===== src/rtl/scandoubler_vidin_feeder.sv =====
// Scandoubler video-write feeder: packs the pixel stream into a 2x16-word ping-pong buffer
// and drains each full buffer as one 16-word burst. Optional SCANDOUBLER_VIDIN_FLUSH_EN zero-pads partial groups.
module scandoubler_vidin_feeder #(
    parameter int MAX_X = 1024,
    parameter int MAX_Y = 1024
) (
    input  logic        clk_96,
    input  logic        reset_n,
    input  logic        pix_ce,
    input  logic [15:0] pix_d,
    input  logic        pix_sol,
    input  logic        pix_sof,
    output logic        vidin_req,
    output logic        vidin_frame,
    output logic [9:0]  vidin_row,
    output logic [9:0]  vidin_col,
    output logic [15:0] vidin_d,
    input  logic        vidin_ack,
    output logic        wr_frame,
    output logic        overflow
);
    localparam logic [0:0]  ST_IDLE = 1'b0;
    localparam logic [0:0]  ST_XFER = 1'b1;
    localparam logic [10:0] MAX_X_C = 11'(MAX_X);
    localparam logic [10:0] MAX_Y_C = 11'(MAX_Y);

    // x/y carry one extra bit so they can saturate at 1024 without wrapping
    logic [10:0] x_q, x_d;
    logic [10:0] y_q, y_d;
    logic        wr_frame_q, wr_frame_d;
    logic        fill_sel_q, fill_sel_d;
    logic        overflow_q, overflow_d;

    logic [15:0] buf_q [2][16];
    logic [15:0] buf_d [2][16];
    logic [1:0]       full_q, full_d;
    logic [1:0][5:0]  tag_x_q, tag_x_d;
    logic [1:0][9:0]  tag_y_q, tag_y_d;
    logic [1:0]       tag_f_q, tag_f_d;

    logic [0:0]  state_q, state_d;
    logic [3:0]  rd_idx_q, rd_idx_d;
    logic        drain_sel_q, drain_sel_d;
    logic        req_q, req_d;
    logic [5:0]  cur_x_q, cur_x_d;
    logic [9:0]  cur_y_q, cur_y_d;
    logic        cur_f_q, cur_f_d;

    logic        flush_s;
    logic [10:0] eff_x_s;
    logic [10:0] eff_y_s;
    logic        sel_s;
    logic        store_en_s;
    logic        store_sel_s;
    logic [3:0]  store_idx_s;
    logic        set_full_s;
    logic        set_sel_s;
    logic [5:0]  set_x_s;
    logic [9:0]  set_y_s;
    logic        set_f_s;
    logic        free_s;

    // Fill side: position counters, line/frame markers, store and completion decisions
    always_comb begin
        x_d         = x_q;
        y_d         = y_q;
        wr_frame_d  = wr_frame_q;
        fill_sel_d  = fill_sel_q;
        overflow_d  = overflow_q;
        flush_s     = 1'b0;
        eff_x_s     = x_q;
        eff_y_s     = y_q;
        sel_s       = fill_sel_q;
        store_en_s  = 1'b0;
        set_full_s  = 1'b0;
        set_sel_s   = fill_sel_q;
        set_x_s     = x_q[9:4];
        set_y_s     = y_q[9:0];
        set_f_s     = wr_frame_q;
        if (pix_ce) begin
            if (pix_sof || pix_sol) begin
`ifdef SCANDOUBLER_VIDIN_FLUSH_EN
                flush_s = (x_q[3:0] != 4'd0) && (x_q < MAX_X_C) && (y_q < MAX_Y_C) && !full_q[fill_sel_q];
`else
                flush_s = 1'b0;
`endif
                eff_x_s = 11'd0;
                if (pix_sof) begin
                    eff_y_s    = 11'd0;
                    wr_frame_d = ~wr_frame_q;
                end else if (y_q < MAX_Y_C) begin
                    eff_y_s = y_q + 11'd1;
                end else begin
                    eff_y_s = y_q;
                end
            end else begin
                eff_x_s = x_q;
                eff_y_s = y_q;
            end
            // a flushed partial group closes the current buffer; the new pixel goes to the other one
            if (flush_s) begin
                set_full_s = 1'b1;
                sel_s      = ~fill_sel_q;
            end else begin
                sel_s = fill_sel_q;
            end
            if ((eff_x_s < MAX_X_C) && (eff_y_s < MAX_Y_C)) begin
                x_d = eff_x_s + 11'd1;
                if (!full_q[sel_s]) begin
                    store_en_s = 1'b1;
                    if (eff_x_s[3:0] == 4'hF) begin
                        set_full_s = 1'b1;
                        set_sel_s  = sel_s;
                        set_x_s    = eff_x_s[9:4];
                        set_y_s    = eff_y_s[9:0];
                        set_f_s    = wr_frame_d;
                        fill_sel_d = ~sel_s;
                    end else begin
                        fill_sel_d = sel_s;
                    end
                end else begin
                    overflow_d = 1'b1;
                    fill_sel_d = sel_s;
                end
            end else begin
                x_d        = eff_x_s;
                fill_sel_d = sel_s;
            end
            y_d = eff_y_s;
        end else begin
            x_d = x_q;
        end
    end

    assign store_sel_s = sel_s;
    assign store_idx_s = eff_x_s[3:0];

    // Drain FSM: buffers fill alternately, so draining alternately keeps oldest-first order
    always_comb begin
        state_d     = state_q;
        rd_idx_d    = rd_idx_q;
        drain_sel_d = drain_sel_q;
        req_d       = req_q;
        cur_x_d     = cur_x_q;
        cur_y_d     = cur_y_q;
        cur_f_d     = cur_f_q;
        free_s      = 1'b0;
        case (state_q)
            ST_IDLE: begin
                if (full_q[drain_sel_q]) begin
                    cur_x_d  = tag_x_q[drain_sel_q];
                    cur_y_d  = tag_y_q[drain_sel_q];
                    cur_f_d  = tag_f_q[drain_sel_q];
                    rd_idx_d = 4'd0;
                    req_d    = 1'b1;
                    state_d  = ST_XFER;
                end else begin
                    req_d = 1'b0;
                end
            end
            ST_XFER: begin
                if (vidin_ack) begin
                    if (rd_idx_q == 4'd15) begin
                        free_s      = 1'b1;
                        req_d       = 1'b0;
                        rd_idx_d    = 4'd0;
                        drain_sel_d = ~drain_sel_q;
                        state_d     = ST_IDLE;
                    end else begin
                        rd_idx_d = rd_idx_q + 4'd1;
                    end
                end else begin
                    req_d = 1'b1;
                end
            end
            default: begin
                req_d   = 1'b0;
                state_d = ST_IDLE;
            end
        endcase
    end

    // Buffer storage: freeing clears a buffer so a later flushed group is already zero-padded
    always_comb begin
        buf_d   = buf_q;
        full_d  = full_q;
        tag_x_d = tag_x_q;
        tag_y_d = tag_y_q;
        tag_f_d = tag_f_q;
        if (free_s) begin
            full_d[drain_sel_q] = 1'b0;
            for (int i = 0; i < 16; i++) begin
                buf_d[drain_sel_q][4'(i)] = 16'h0000;
            end
        end else begin
            full_d = full_d;
        end
        if (store_en_s) begin
            buf_d[store_sel_s][store_idx_s] = pix_d;
        end else begin
            full_d = full_d;
        end
        if (set_full_s) begin
            full_d[set_sel_s]  = 1'b1;
            tag_x_d[set_sel_s] = set_x_s;
            tag_y_d[set_sel_s] = set_y_s;
            tag_f_d[set_sel_s] = set_f_s;
        end else begin
            full_d = full_d;
        end
    end

    // State registers
    always_ff @(posedge clk_96 or negedge reset_n) begin
        if (!reset_n) begin
            x_q         <= 11'd0;
            y_q         <= 11'd0;
            wr_frame_q  <= 1'b0;
            fill_sel_q  <= 1'b0;
            overflow_q  <= 1'b0;
            for (int b = 0; b < 2; b++) begin
                for (int i = 0; i < 16; i++) begin
                    buf_q[1'(b)][4'(i)] <= 16'h0000;
                end
            end
            full_q      <= 2'b00;
            tag_x_q     <= '0;
            tag_y_q     <= '0;
            tag_f_q     <= 2'b00;
            state_q     <= ST_IDLE;
            rd_idx_q    <= 4'd0;
            drain_sel_q <= 1'b0;
            req_q       <= 1'b0;
            cur_x_q     <= 6'd0;
            cur_y_q     <= 10'd0;
            cur_f_q     <= 1'b0;
        end else begin
            x_q         <= x_d;
            y_q         <= y_d;
            wr_frame_q  <= wr_frame_d;
            fill_sel_q  <= fill_sel_d;
            overflow_q  <= overflow_d;
            buf_q       <= buf_d;
            full_q      <= full_d;
            tag_x_q     <= tag_x_d;
            tag_y_q     <= tag_y_d;
            tag_f_q     <= tag_f_d;
            state_q     <= state_d;
            rd_idx_q    <= rd_idx_d;
            drain_sel_q <= drain_sel_d;
            req_q       <= req_d;
            cur_x_q     <= cur_x_d;
            cur_y_q     <= cur_y_d;
            cur_f_q     <= cur_f_d;
        end
    end

    assign vidin_req   = req_q;
    assign vidin_frame = cur_f_q;
    assign vidin_row   = cur_y_q;
    assign vidin_col   = {cur_x_q, rd_idx_q};
    assign vidin_d     = buf_q[drain_sel_q][rd_idx_q];
    assign wr_frame    = wr_frame_q;
    assign overflow    = overflow_q;

endmodule

===== config.mk =====
export PLATFORM = sky130hd
export DESIGN_NAME = scandoubler_vidin_feeder
export DESIGN_NICKNAME = d
export VERILOG_FILES = /design/src/rtl/scandoubler_vidin_feeder.sv
export SDC_FILE = /design/constraint.sdc
export NUM_CORES = 1
export LEC_CHECK = 0
export CORE_ASPECT_RATIO = 0.8
export CORE_MARGIN = 2
export CORE_UTILIZATION = 40
export CTS_BUF_LIST = sky130_fd_sc_hd__clkbuf_2 sky130_fd_sc_hd__clkbuf_4 sky130_fd_sc_hd__clkbuf_8
export DETAILED_ROUTE_END_ITERATION = 6
export GPL_TIMING_DRIVEN = 1
export HOLD_SLACK_MARGIN = 0.08
export SYNTH_ARGS = -nofsm -noshare
export SYNTH_HDL_FRONTEND = slang
export SYNTH_SLANG_ARGS = --single-unit

===== constraint.sdc =====
create_clock -name clk_96 -period 6.15 [get_ports clk_96]
set_input_delay 0.9225 -clock clk_96 [delete_from_list [all_inputs] [get_ports clk_96]]
set_output_delay 0.9225 -clock clk_96 [all_outputs]
set_load 0.05 [all_outputs]

== After elaboration in Yosys (flattened, before gate mapping) ==
Index checks and enable logic that the tools add are counted.

* Input bits: 22
* Flip-flop bits (word level): 597
* Logic and storage cells: 229

* Reduce and logical (&&, ||, !) cells: 11
* Eq/ne operators: 5
* Multiplexer cells: 108
* $lt $le $gt $ge: 15
* Bitwise operators: 37
* Add/subtract/negate cells: 3

{| class="wikitable"
|+ Operator list
! cell !! count
|-
| $and A512 B512 Y512 || 16
|-
| $not A512 Y512 || 9
|-
| $demux W256 S1 || 10
|-
| $mux W256 || 5
|-
| $mux W512 || 2
|-
| $bwmux W512 || 1
|-
| $mux W240 || 1
|-
| $mux W224 || 1
|-
| $mux W208 || 1
|-
| $mux W192 || 1
|-
| $mux W176 || 1
|-
| $mux W160 || 1
|-
| $mux W144 || 1
|-
| $mux W11 || 7
|-
| $mux W10 || 7
|-
| $bmux W16 S4 || 1
|-
| $demux W16 S4 || 1
|-
| $mux W16 || 3
|-
| $mux W6 || 7
|-
| $mux W1 || 41
|-
| $lt A11 B11 Y1 const B || 3
|-
| $add A11 B1 Y11 const B || 2
|-
| $bwmux W20 || 1
|-
| $mux W4 || 4
|-
| 28 further kinds || 52
|}

== Longest topological paths before layout ==
* Depth in word-level cells: 25
* Depth in mapped cells: 12

== Worst setup path after synthesis ==
OpenSTA, ideal clock, no wires.

* Path kind: register -> output
* Start point: reg rd_idx_q[0]
* End point: out vidin_d[10]
* Path buffers: 4
* Setup slack: 2.497 ns
* Arrival time: 2.731 ns
* Cell stages (with the launch flop): 9
* Cells stage by stage: dfrtp_1 clkbuf_1 buf_2 buf_2 nand3b_1 clkbuf_1 o221ai_1 a211oi_1 a21oi_1

* Word-level cells in the longest chain between the ends: 4

{| class="wikitable"
|+ Ends and longest elaborated chain
! what !! RTL line !! source
|-
| start: declaration || 42 || <nowiki>logic [3:0] rd_idx_q, rd_idx_d;</nowiki>
|-
| start signal: assignment || 249 || <nowiki>rd_idx_q <= rd_idx_d;</nowiki>
|-
| $not A4 Y5 (not written as such) || 262 || <nowiki>assign vidin_d = buf_q[drain_sel_q][rd_idx_q];</nowiki>
|-
| $bmux W16 S4 || 262 ||
|-
| $mux W16 (not written as such) (2 in a row) || 262 ||
|-
| end: declaration || 17 || <nowiki>output logic [15:0] vidin_d,</nowiki>
|}

No other way between the ends. The select of a mux whose other input is x is not followed.

== Worst setup path in the final report ==
* Start point: reg rd_idx_q[2]
* End point: out vidin_d[7]

Same word-level chain as after synthesis.

==> results.json <==
{
  "outcome": "finished, final reports clean",
  "total_power_mw": 11.4,
  "routed_via_density": 5.52,
  "vias": 19500,
  "cp.arrival_ps": 4370,
  "grt_pass1_wl_um": 117000,
  "clock-root-buffer": "clkbuf_8",
  "final_core_util_pct": 45.5,
  "ys_async_sr_fraction_pct": 35.7,
  "route.antenna.remaining_nets": 0,
  "p_clk_share_pct": 30.9,
  "drt_iter0_markers": 2117,
  "clk_latency_ps": 730,
  "synthDistinctLibCells": 50,
  "place_congestion": 0.829,
  "drt_wl_total_um": 75600,
  "start_kind": "flip-flop",
  "postSynthAreaPerCell_um2": 11.1,
  "cp.required_ps": 5230,
  "area_delta_synth_final_pct": 12.6,
  "synth_edf_count": 384,
  "fin_crit_ps": 5290,
  "slew_headroom_pct": 13.1,
  "core_region_area_um2": 68800,
  "grt_pass1_vias": 19300,
  "drv_cap": 0,
  "cts_sinks": 597,
  "fillCellCount": 6230,
  "pwr_density_cell_nw_per_um2": 365,
  "die_h_um": 240,
  "io_buffers": 61,
  "power_frac_comb_pct": 26.8,
  "num_rows": 86,
  "fin_nets": 2552,
  "swShare_pct": 33.6,
  "drv_slew": 0,
  "grt_usage_pct": 21.2,
  "clock-skew-final_ps": 18.2,
  "dieArea_um2": 71600,
  "hp-class": "reg2reg",
  "setup_viol": 0,
  "yosysSeqAreaShare_pct": 60.7,
  "netlist_area_um2": 27800,
  "drive_gt1_share_pct": 14.7,
  "ys.flop_type": "edfxtp_1",
  "p_switching_mw": 3.84,
  "fin_crit_sh_pct": 86.0,
  "worstSetupPathType": "reg2out",
  "fmax_ghz": 0.189,
  "p_seq_share_pct": 42.3,
  "multi_input_area_um2": 10100,
  "start_util_pct": 40.4,
  "grt_overflow": 0,
  "dp_hpwl_um": 48000,
  "tightest_slew_ps": 1290,
  "path_max_fanout": 29,
  "hold_viol": 0,
  "path_clk_slew_ps": 60,
  "antenna_found_initial": 7,
  "p_leak_nw": 11.3,
  "die_width_um": 299,
  "register_area_um2": 16900,
  "dr.pass1.iters": 6,
  "crit_path_end_kind": "output port",
  "grt_max_degree": 143,
  "syn_nets": 2534,
  "ir_drop_mv": 0.636,
  "syn_inst": 2509,
  "cts_tree": "built",
  "htreeDepth": 3,
  "finalSetupTns_ps": 0,
  "ys_seq_elements": 597,
  "num_io_pins": 62,
  "p_int_mw": 7.56,
  "numCtsBuffers": 94,
  "rsz0062_at_grt": "no",
  "clock_path_buffers": 3,
  "drc_errors": 0,
  "drt-wirelength-per-cell_um": 21.4,
  "ys.warnings.count": 0
}
-- final cells by class --
| cell class | instances | share of cell area [%] |
|---|---|---|
| Sequential cell | 597 | 53.9 |
| Multi-Input combinational cell | 1699 | 32.3 |
| Antenna cell | 7 | 0.0560 |
| Clock inverter | 22 | 0.480 |
| Timing Repair Buffer | 130 | 3.74 |
| Tap cell | 924 | 3.70 |
| Clock buffer | 156 | 5.77 |
| Inverter | 5 | 0.0600 |
-- per-layer routing --
| metal | GRT usage, % | part of all wire, % | vias up |
|---|---|---|---|
| li1 | - | - | 8893 |
| met1 | 30.1 | 43 | 9752 |
| met2 | 33.2 | 46 | 793 |
| met3 | 4.81 | 8.9 | 104 |
| met4 | 5.10 | 1.8 | 0 |
| met5 | 0 | 0 | - |
-- what timing repair did --
action,in CTS,in global routing
endpoints found under the setup margin,0,0
gates resized for setup,0,0
hold endpoints to repair,2,0
hold buffers,1,0
buffers inserted,0,0
-- critical path: stages (launching register included) --
cell	delay (ps)
dfrtp_1	870
and2_1	250
buf_4	390
nand2b_1	260
o221ai_1	260
a211oi_1	100
a21oi_1	590
clkdlybuf4s50_1	940
-- logic make-up after synthesis --
group	synth area share, %
compound gates	8.51
xor+xnor	0.568
fa+ha+maj	0.135
buf+inv	3.31
flops	60.7
mux	11.7
simple gates	15.0
-- cells in the mapped netlist (all sizes together) (10+ instances only) --
library cell | n | share of area (%)
o221ai | 16 | 0.50
edfxtp | 384 | 42
a21oi | 39 | 0.70
mux4 | 96 | 7.8
mux2 | 16 | 0.65
a211oi | 31 | 0.84
o21ai | 269 | 4.9
o22ai | 16 | 0.36
a22oi | 16 | 0.43
nand2 | 666 | 9.0
a22o | 13 | 0.41
buf | 81 | 1.5
nor2 | 335 | 4.5
mux2i | 92 | 3.3
xnor2 | 10 | 0.32
clkbuf | 127 | 1.7
dfrtp | 213 | 19
nor4 | 11 | 0.30
nand3 | 11 | 0.20
-- power groups by stage --
stage / Sequential, mW / Clock, mW / Combinational [mW]
2_1_floorplan: 4.76 / 0 / 2.06
3_3_place_gp: 4.89 / 0 / 3.02
3_5_place_dp: 4.90 / 0 / 3.05
4_1_cts: 4.83 / 3.59 / 3.06
5_1_grt: 4.87 / 3.78 / 3.21
6_report: 4.83 / 3.52 / 3.06
-- state kept, by name, indices dropped and copies added, names as in the netlist --
signal,cells
wr_frame,1
vidin_row,10
rd_idx_q,4
overflow,1
y_q,11
vidin_frame,1
tag_y_q,20
tag_f_q,2
cur_x_q,6
buf_q,512
fill_sel_q,1
full_q,2
vidin_req,1
state_q,1
tag_x_q,12
drain_sel_q,1
x_q,11
-- through the flow --
| step | cell area (um2) | hold WS [ps] | cells | setup slack, ps |
|---|---|---|---|---|
| floorplan | 27800 | 445 | 2509 | 2500 |
| global placement | 29300 | 459 | 3353 | 1630 |
| detailed placement | 29300 | 463 | 3353 | 1590 |
| CTS | 31300 | 478 | 3532 | 801 |
| global route | 31300 | 492 | 3534 | 658 |
| finish | 31300 | 474 | 3540 | 860 |
-- worst paths after layout --
check,from,endpoint,slack (ps),cells past startpoint
min in group asynchronous,reset_n,buf_q[510]$_DFF_PN0_,720,2
min reg2reg,tag_x_q[8]$_DFFE_PN0P_,tag_x_q[8]$_DFFE_PN0P_,470,2
max in group asynchronous,reset_n,drain_sel_q$_DFFE_PN0P_,3670,4
max,rd_idx_q[2]$_DFFE_PN0P_,vidin_d[7],860,7
min,tag_x_q[8]$_DFFE_PN0P_,tag_x_q[8]$_DFFE_PN0P_,470,2
max reg2reg,y_q[0]$_DFFE_PN0P_,buf_q[343]$_DFFE_PP_,2750,7
-- placed cells by master, fill, tap and decap left out, drive strengths merged, types with 14 or more instances in the layout --
cell type        n
nand2          666
edfxtp         384
nor2           335
o21ai          269
dfrtp          213
clkbuf         157
mux4            96
mux2i           92
buf             68
clkdlybuf4s50   60
a21oi           39
a211oi          31
o22ai           16
a22oi           16
o221ai          16
mux2            16
clkinv          14
(Power assumes the default switching activity.)
